[src/rtl/signed_accum_sat.sv]
// Streaming signed packet accumulator with selectable wrap or saturating
// arithmetic, a sticky per-packet overflow flag and a saturating sample count.
// One registered result per packet, handed off with valid/ready.
module signed_accum_sat #(
    parameter int WIDTH       = 8,
    parameter int ACC_WIDTH   = 8,
    parameter bit SATURATE    = 1'b1,
    parameter int COUNT_WIDTH = 8
) (
    input  logic                   clk,
    input  logic                   reset,
    input  logic                   in_valid,
    output logic                   in_ready,
    input  logic [WIDTH-1:0]       in_data,
    input  logic                   in_last,
    output logic                   out_valid,
    input  logic                   out_ready,
    output logic [ACC_WIDTH-1:0]   out_sum,
    output logic                   out_ovf,
    output logic [COUNT_WIDTH-1:0] out_count
);

    if (ACC_WIDTH < WIDTH) begin : g_width_check
        $error("signed_accum_sat: ACC_WIDTH must be >= WIDTH");
    end

    typedef enum logic {
        ACCUM = 1'b0,
        HOLD  = 1'b1
    } state_t;

    localparam logic [ACC_WIDTH-1:0] SAT_MAX = {1'b0, {(ACC_WIDTH-1){1'b1}}};
    localparam logic [ACC_WIDTH-1:0] SAT_MIN = {1'b1, {(ACC_WIDTH-1){1'b0}}};

    state_t                 state, state_next;
    logic [ACC_WIDTH-1:0]   acc;
    logic                   ovf_sticky;
    logic [COUNT_WIDTH-1:0] count;

    logic                   accept;
    logic [ACC_WIDTH-1:0]   x;
    logic [ACC_WIDTH-1:0]   r;
    logic                   ovf;
    logic [ACC_WIDTH-1:0]   acc_next;
    logic                   ovf_next;
    logic [COUNT_WIDTH-1:0] count_next;

    assign in_ready  = (state == ACCUM);
    assign out_valid = (state == HOLD);
    assign accept    = in_valid & in_ready;

    // Add the sign-extended sample; detect signed overflow and clamp if enabled.
    always_comb begin
        x   = ACC_WIDTH'($signed(in_data));
        r   = acc + x;
        ovf = (acc[ACC_WIDTH-1] == x[ACC_WIDTH-1]) && (r[ACC_WIDTH-1] != acc[ACC_WIDTH-1]);
        acc_next = r;
        if (SATURATE && ovf) begin
            // Operands share a sign when overflow occurs; that sign picks the rail.
            acc_next = acc[ACC_WIDTH-1] ? SAT_MIN : SAT_MAX;
        end
        ovf_next   = ovf_sticky | ovf;
        count_next = (&count) ? count : count + COUNT_WIDTH'(1);
    end

    // State register.
    always_ff @(posedge clk or posedge reset) begin
        if (reset) state <= ACCUM;
        else       state <= state_next;
    end

    // Next state: last accepted sample enters HOLD, consumer handshake leaves it.
    always_comb begin
        state_next = state;
        case (state)
            ACCUM: if (accept && in_last) state_next = HOLD;
            HOLD:  if (out_ready)         state_next = ACCUM;
            default: state_next = ACCUM;
        endcase
    end

    // Running packet state and result registers; the result is loaded from the
    // post-update values so it includes the last sample.
    always_ff @(posedge clk or posedge reset) begin
        if (reset) begin
            acc        <= '0;
            ovf_sticky <= 1'b0;
            count      <= '0;
            out_sum    <= '0;
            out_ovf    <= 1'b0;
            out_count  <= '0;
        end else if (accept) begin
            if (in_last) begin
                out_sum    <= acc_next;
                out_ovf    <= ovf_next;
                out_count  <= count_next;
                acc        <= '0;
                ovf_sticky <= 1'b0;
                count      <= '0;
            end else begin
                acc        <= acc_next;
                ovf_sticky <= ovf_next;
                count      <= count_next;
            end
        end
    end

endmodule

[config.mk]
export PLATFORM = sky130hd
export DESIGN_NAME = signed_accum_sat
export DESIGN_NICKNAME = d
export VERILOG_FILES = /design/src/rtl/signed_accum_sat.sv
export SDC_FILE = /design/constraint.sdc
export NUM_CORES = 1
export LEC_CHECK = 0
export CAP_MARGIN = 20
export CORE_MARGIN = 2
export CORE_UTILIZATION = 55
export CTS_BUF_LIST = sky130_fd_sc_hd__clkbuf_8
export DETAILED_ROUTE_END_ITERATION = 7
export GPL_TIMING_DRIVEN = 0
export PLACE_DENSITY = 0.78
export SYNTH_ARGS = -nofsm -noshare
export SYNTH_HDL_FRONTEND = slang
export SYNTH_SLANG_ARGS = --single-unit
[constraint.sdc]
create_clock -name clk -period 2.62 [get_ports clk]
set_input_delay 0.524 -clock clk [delete_from_list [all_inputs] [get_ports clk]]
set_output_delay 0.524 -clock clk [all_outputs]
set_load 0.01 [all_outputs]
After elaboration in Yosys (flattened, before gate mapping)
Index checks and enable logic that the tools add are counted.
Word-level totals
  output and inout port bits: 19
  input bits: 13
  logic and storage cells: 27
  bits in registers: 35
Operators by class
  muxes and demuxes: 9
  eq/ne operators: 2
  reductions and logical operators: 4
  add/subtract/negate cells: 2
  bitwise operators: 3
Operators by type and width (number)
  $mux W8: 5
  $add A8 B1 Y8 const B: 1
  $add A8 B8 Y8: 1
  $reduce_and A8 Y1: 1
  $mux W1: 3
  $logic_and A1 B1 Y1: 2
  $pmux W1 S2: 1
  $reduce_and A2 Y1: 1
  $and A1 B1 Y1: 1
  $eq A1 B1 Y1: 1
  $ne A1 B1 Y1: 1
  $not A1 Y1: 1
  $or A1 B1 Y1: 1

Depth between registers and ports, before layout
  depth after elaboration: 5
  mapped depth: 7
  depth with buffers taken out: 7

Least setup slack after synthesis
No wires, ideal clock.
  path kind: input-to-reg
  from: input port in_data[0]
  to: register acc[6]
  setup time: 0.082 ns
  required time: 2.538 ns
  data arrival time: 2.220 ns
  stages on the path: 7
  path buffers: 0
  setup slack: 0.318 ns
  path through: ha_1 > fa_1 > a211o_1 > a2111oi_0 > a41oi_1 > a31o_1 > a31oi_1
Between the ends
  longest elaborated chain between the ends: 5
Ends and longest elaborated chain
  start, declared: RTL line 14  | input logic [WIDTH-1:0] in_data,
  $add A8 B8 Y8 *: RTL line 55  | r = acc + x;
  $ne A1 B1 Y1: RTL line 56  | ovf = (acc[ACC_WIDTH-1] == x[ACC_WIDTH-1]) && (r[ACC_WIDTH-1] != acc[ACC_WIDTH-1]);
  $logic_and A1 B1 Y1: RTL line 56
  $mux W8 *: RTL line 58  | if (SATURATE && ovf) begin
  $mux W8 *: RTL line 93  | if (in_last) begin
  end signal, assigned: RTL line 101  | acc <= acc_next;
  end, declared: RTL line 36  | logic [ACC_WIDTH-1:0] acc;
Mark *: on every way between the ends. The rest lies on a longest branch, timed or not.
A chain may end at the register's enable or synchronous reset.

Worst setup path after layout
  from: input port in_data[0]
  to: register out_sum[6]
Between the ends
  longest elaborated chain between the ends: 4
Ends and longest elaborated chain
  $add A8 B8 Y8 *: RTL line 55
  $ne A1 B1 Y1: RTL line 56
  $logic_and A1 B1 Y1: RTL line 56
  $mux W8 *: RTL line 58
  end signal, assigned: RTL line 94  | out_sum <= acc_next;
  end, declared: RTL line 18  | output logic [ACC_WIDTH-1:0] out_sum,
Marks and branches as above.

==> impl_metrics.toml <==
[cts]
clockRootBuffer = "clkbuf_8"
hold_buffers = 0
clock_sinks = 35
cts_max_path_buffers = 2
cts_buffers = 5
clock_latency_ps = 280
tritoncts = "built"
postCtsSetupBuffers = 0
path_clk_slew_ps = 70
htreeDepth = 2

[die]
pin_count = 32
row_count = 21
start_util_pct = 58.0
die_area_sq_um = 4040
dieHeight_microns = 63.6
core_sq_um = 3360
dieWidth_microns = 63.6

[logic_synthesis]
synthTopCellsByArea = "dfrtp_1, nand2_1, ha_1"
yosysUniqueCellTypes = 48
synth_top_area_share_pct = 44.9
synth_seq_cells = 35
synth_async_sr_flop_share_pct = 100
synth_area_sq_um = 1950
seq_area_frac_synth_pct = 44.9
syn_avg_cell_area_sq_um = 9.07
netlist.top_cell.by_area = "dfrtp_1"
synth_warnings = 0
synth.net_count = 237
yosys-top-cells-count = "dfrtp_1, nand2_1, nor2_1"
synth-edff-count = 0
syn_inst = 215
synthFlopType = "dfrtp_1"

[drt]
vias = 1726
wl_met1_microns = 2250
drc = 0
wl_microns = 4550
drtPass1Iterations = 4
antenna_left = 0
dr_wl_met2_microns = 2060
wl_met3_microns = 202
top_layer = "met4"
drtIter0Drc = 108
avgViaCountPerCell = 5.75
wl_per_cell_microns = 15.2

[placement]
port_buffers = 30
place_inst = 292
routabilityCongestion = 0.851
hpwlAfterDp_microns = 3210
placed_cell_area_sq_um = 2340

[critical_path]
cp-end-kind = "register"
criticalPathCategory = "input pin to register"
slowest_stage = "clkdlybuf4s50_1"
critPathMaxFanout = 3
cp_cell_sequence = "clkdlybuf4s50_1 -> ha_1 -> fa_2 -> a211o_1 -> a2111oi_4 -> a41oi_1 -> a31o_1 -> a31oi_1"
cp-start-kind = "input pin"
worstPathArrival_ps = 2670
cpPeakStageDelay_ps = 400
cp.required_ps = 2820

[timing]
rsz0062_at_grt = "false"
finalClockSkew_ps = 5.85
hold_viol_final = 0
hold_ws_ps = 485
min_period_ps = 2470
tightest_slew_ps = 634
relSlewSlack_pct = 57.7
finalCritPeriodShare_pct = 94.4
max_freq_mhz = 404
setup_viol = 0
drv_slew = 0

[final_layout]
fill_cells = 284
num-nets-final = 275
drive_gt1_share_pct = 7.87
final_cell_area_sq_um = 2460
fin_util_pct = 73.1
diodes = 0
area.growth.synth_to_final_pct = 26.0
final_cell_count_no_fill = 300

[global_route]
grt_max_degree = 22
antenna_found_initial = 0
grt_util_all_layers_pct = 24.6
globalRouteOverflowTotal = 0
grt_pass1_vias = 1637
grt_pass1_wl_microns = 7840

[pwr]
power.ir.vdd_worst_mv = 0.643
p_seq_share_pct = 34.9
switching_power_mw = 0.962
sw_frac_of_total_pct = 38.5
p_clk_share_pct = 16.7
p_int_mw = 1.54
leakage_nw = 1.05
p_per_area_nw_per_um2 = 1020
combPwrFrac_pct = 48.4

[flow_run]
cap_violations = 0

[worst_hold_path]
hold_class = "register to register"

[run_status]
status = "finished, final reports clean"
[sequential cells by signal, indices dropped and copies added (netlist names)]
signal / count
out_sum: 8
out_valid: 1
out_count: 8
count: 8
out_ovf: 1
acc: 8
ovf_sticky: 1
[power by group through the flow]
stage / registers (mW) / clock network [mW] / logic, mW
after floorplan: 0.897 / 0 / 0.731
after global placement: 0.868 / 0 / 1.13
after detailed placement: 0.877 / 0 / 1.15
after CTS: 0.871 / 0.422 / 1.17
after global routing: 0.892 / 0.449 / 1.34
final: 0.873 / 0.418 / 1.21
[cell usage in the layout, fill, tap and decap left out, drive strengths merged, types with 2 or more instances in the layout]
cell type      netlist  final
a211oi               2      2
a21o                 2      2
a21oi               10     10
a31o                 3      3
a31oi                7      7
and4                 2      2
buf                  3      4
clkbuf               8     15
clkdlybuf4s50        0     30
dfrtp               35     35
ha                   8      8
inv                  5      6
mux2i                3      3
nand2               36     36
nand2b               3      3
nand3                2      2
nand4                2      2
nor2                22     22
nor3                 5      5
o21a                 5      5
o21ai               26     26
o31ai                5      5
xnor2                3      3
xor2                 3      3
[worst max-delay path, delay by kind of cell]
family	cells	cell delay (ps)
buf+inv	1	400
fa+ha+maj	2	630
compound gates	5	1110
[worst paths after layout]
check,startpoint,to,slack [ps],cells past startpoint
hold / removal,out_count[2]$_DFFE_PP0P_,out_count[2]$_DFFE_PP0P_,480,2
max in group asynchronous,reset,count[6]$_DFFE_PP0P_,1470,3
setup / recovery,in_data[0],out_sum[6]$_DFFE_PP0P_,150,8
hold reg to reg,out_count[2]$_DFFE_PP0P_,out_count[2]$_DFFE_PP0P_,480,2
setup reg to reg,acc[0]$_DFFE_PP0P_,out_sum[6]$_DFFE_PP0P_,430,7
min in group asynchronous,reset,out_sum[5]$_DFFE_PP0P_,630,2
[area by class of cell]
type	instances	area [sq um]	area share [%]
buffer	11	46.3	1.88
clock buffer	7	96.3	3.92
clock inverter	1	3.75	0.153
inverter	5	18.8	0.764
multi-input combinational	164	1030	42.0
sequential	35	876	35.6
tap	46	57.6	2.34
timing repair buffer	31	328	13.3
[stage by stage]
stage,worst slack (ps),power (mW),TNS (ps)
finish,148,2.50,0
global route,14.4,2.69,0
CTS,33.7,2.46,0
detailed placement,-242,2.03,-487
global placement,-236,2.00,-456
floorplan,318,1.63,0
[cells by family (layout without fill, tap and decap cells)]
group | count (synthesis) | after routing | synth area share, %
multiplexers | 3 | 3 | 1.54
XOR/XNOR | 6 | 6 | 2.69
AO/OA/AOI/OAI | 68 | 68 | 22.3
flip-flops | 35 | 35 | 44.9
adder cells (fa/ha/maj) | 9 | 9 | 6.16
AND/OR/NAND/NOR | 78 | 78 | 19.1
buffers and inverters | 16 | 55 | 3.33
[metal layers]
layer / global-route usage [%] / vias to the layer above
met2: 37.2 / 45
li1: - / 843
met3: 4.29 / 5
met5: 0 / -
met1: 36.0 / 833
met4: 8.15 / 0
[timing repair]
action / 4_1_cts / 5_1_grt
setup endpoints to repair: 0 / 2
endpoints found under the hold margin: 0 / 0
resized for setup: 0 / 4
Note: power is estimated with default switching activity, not from simulation.
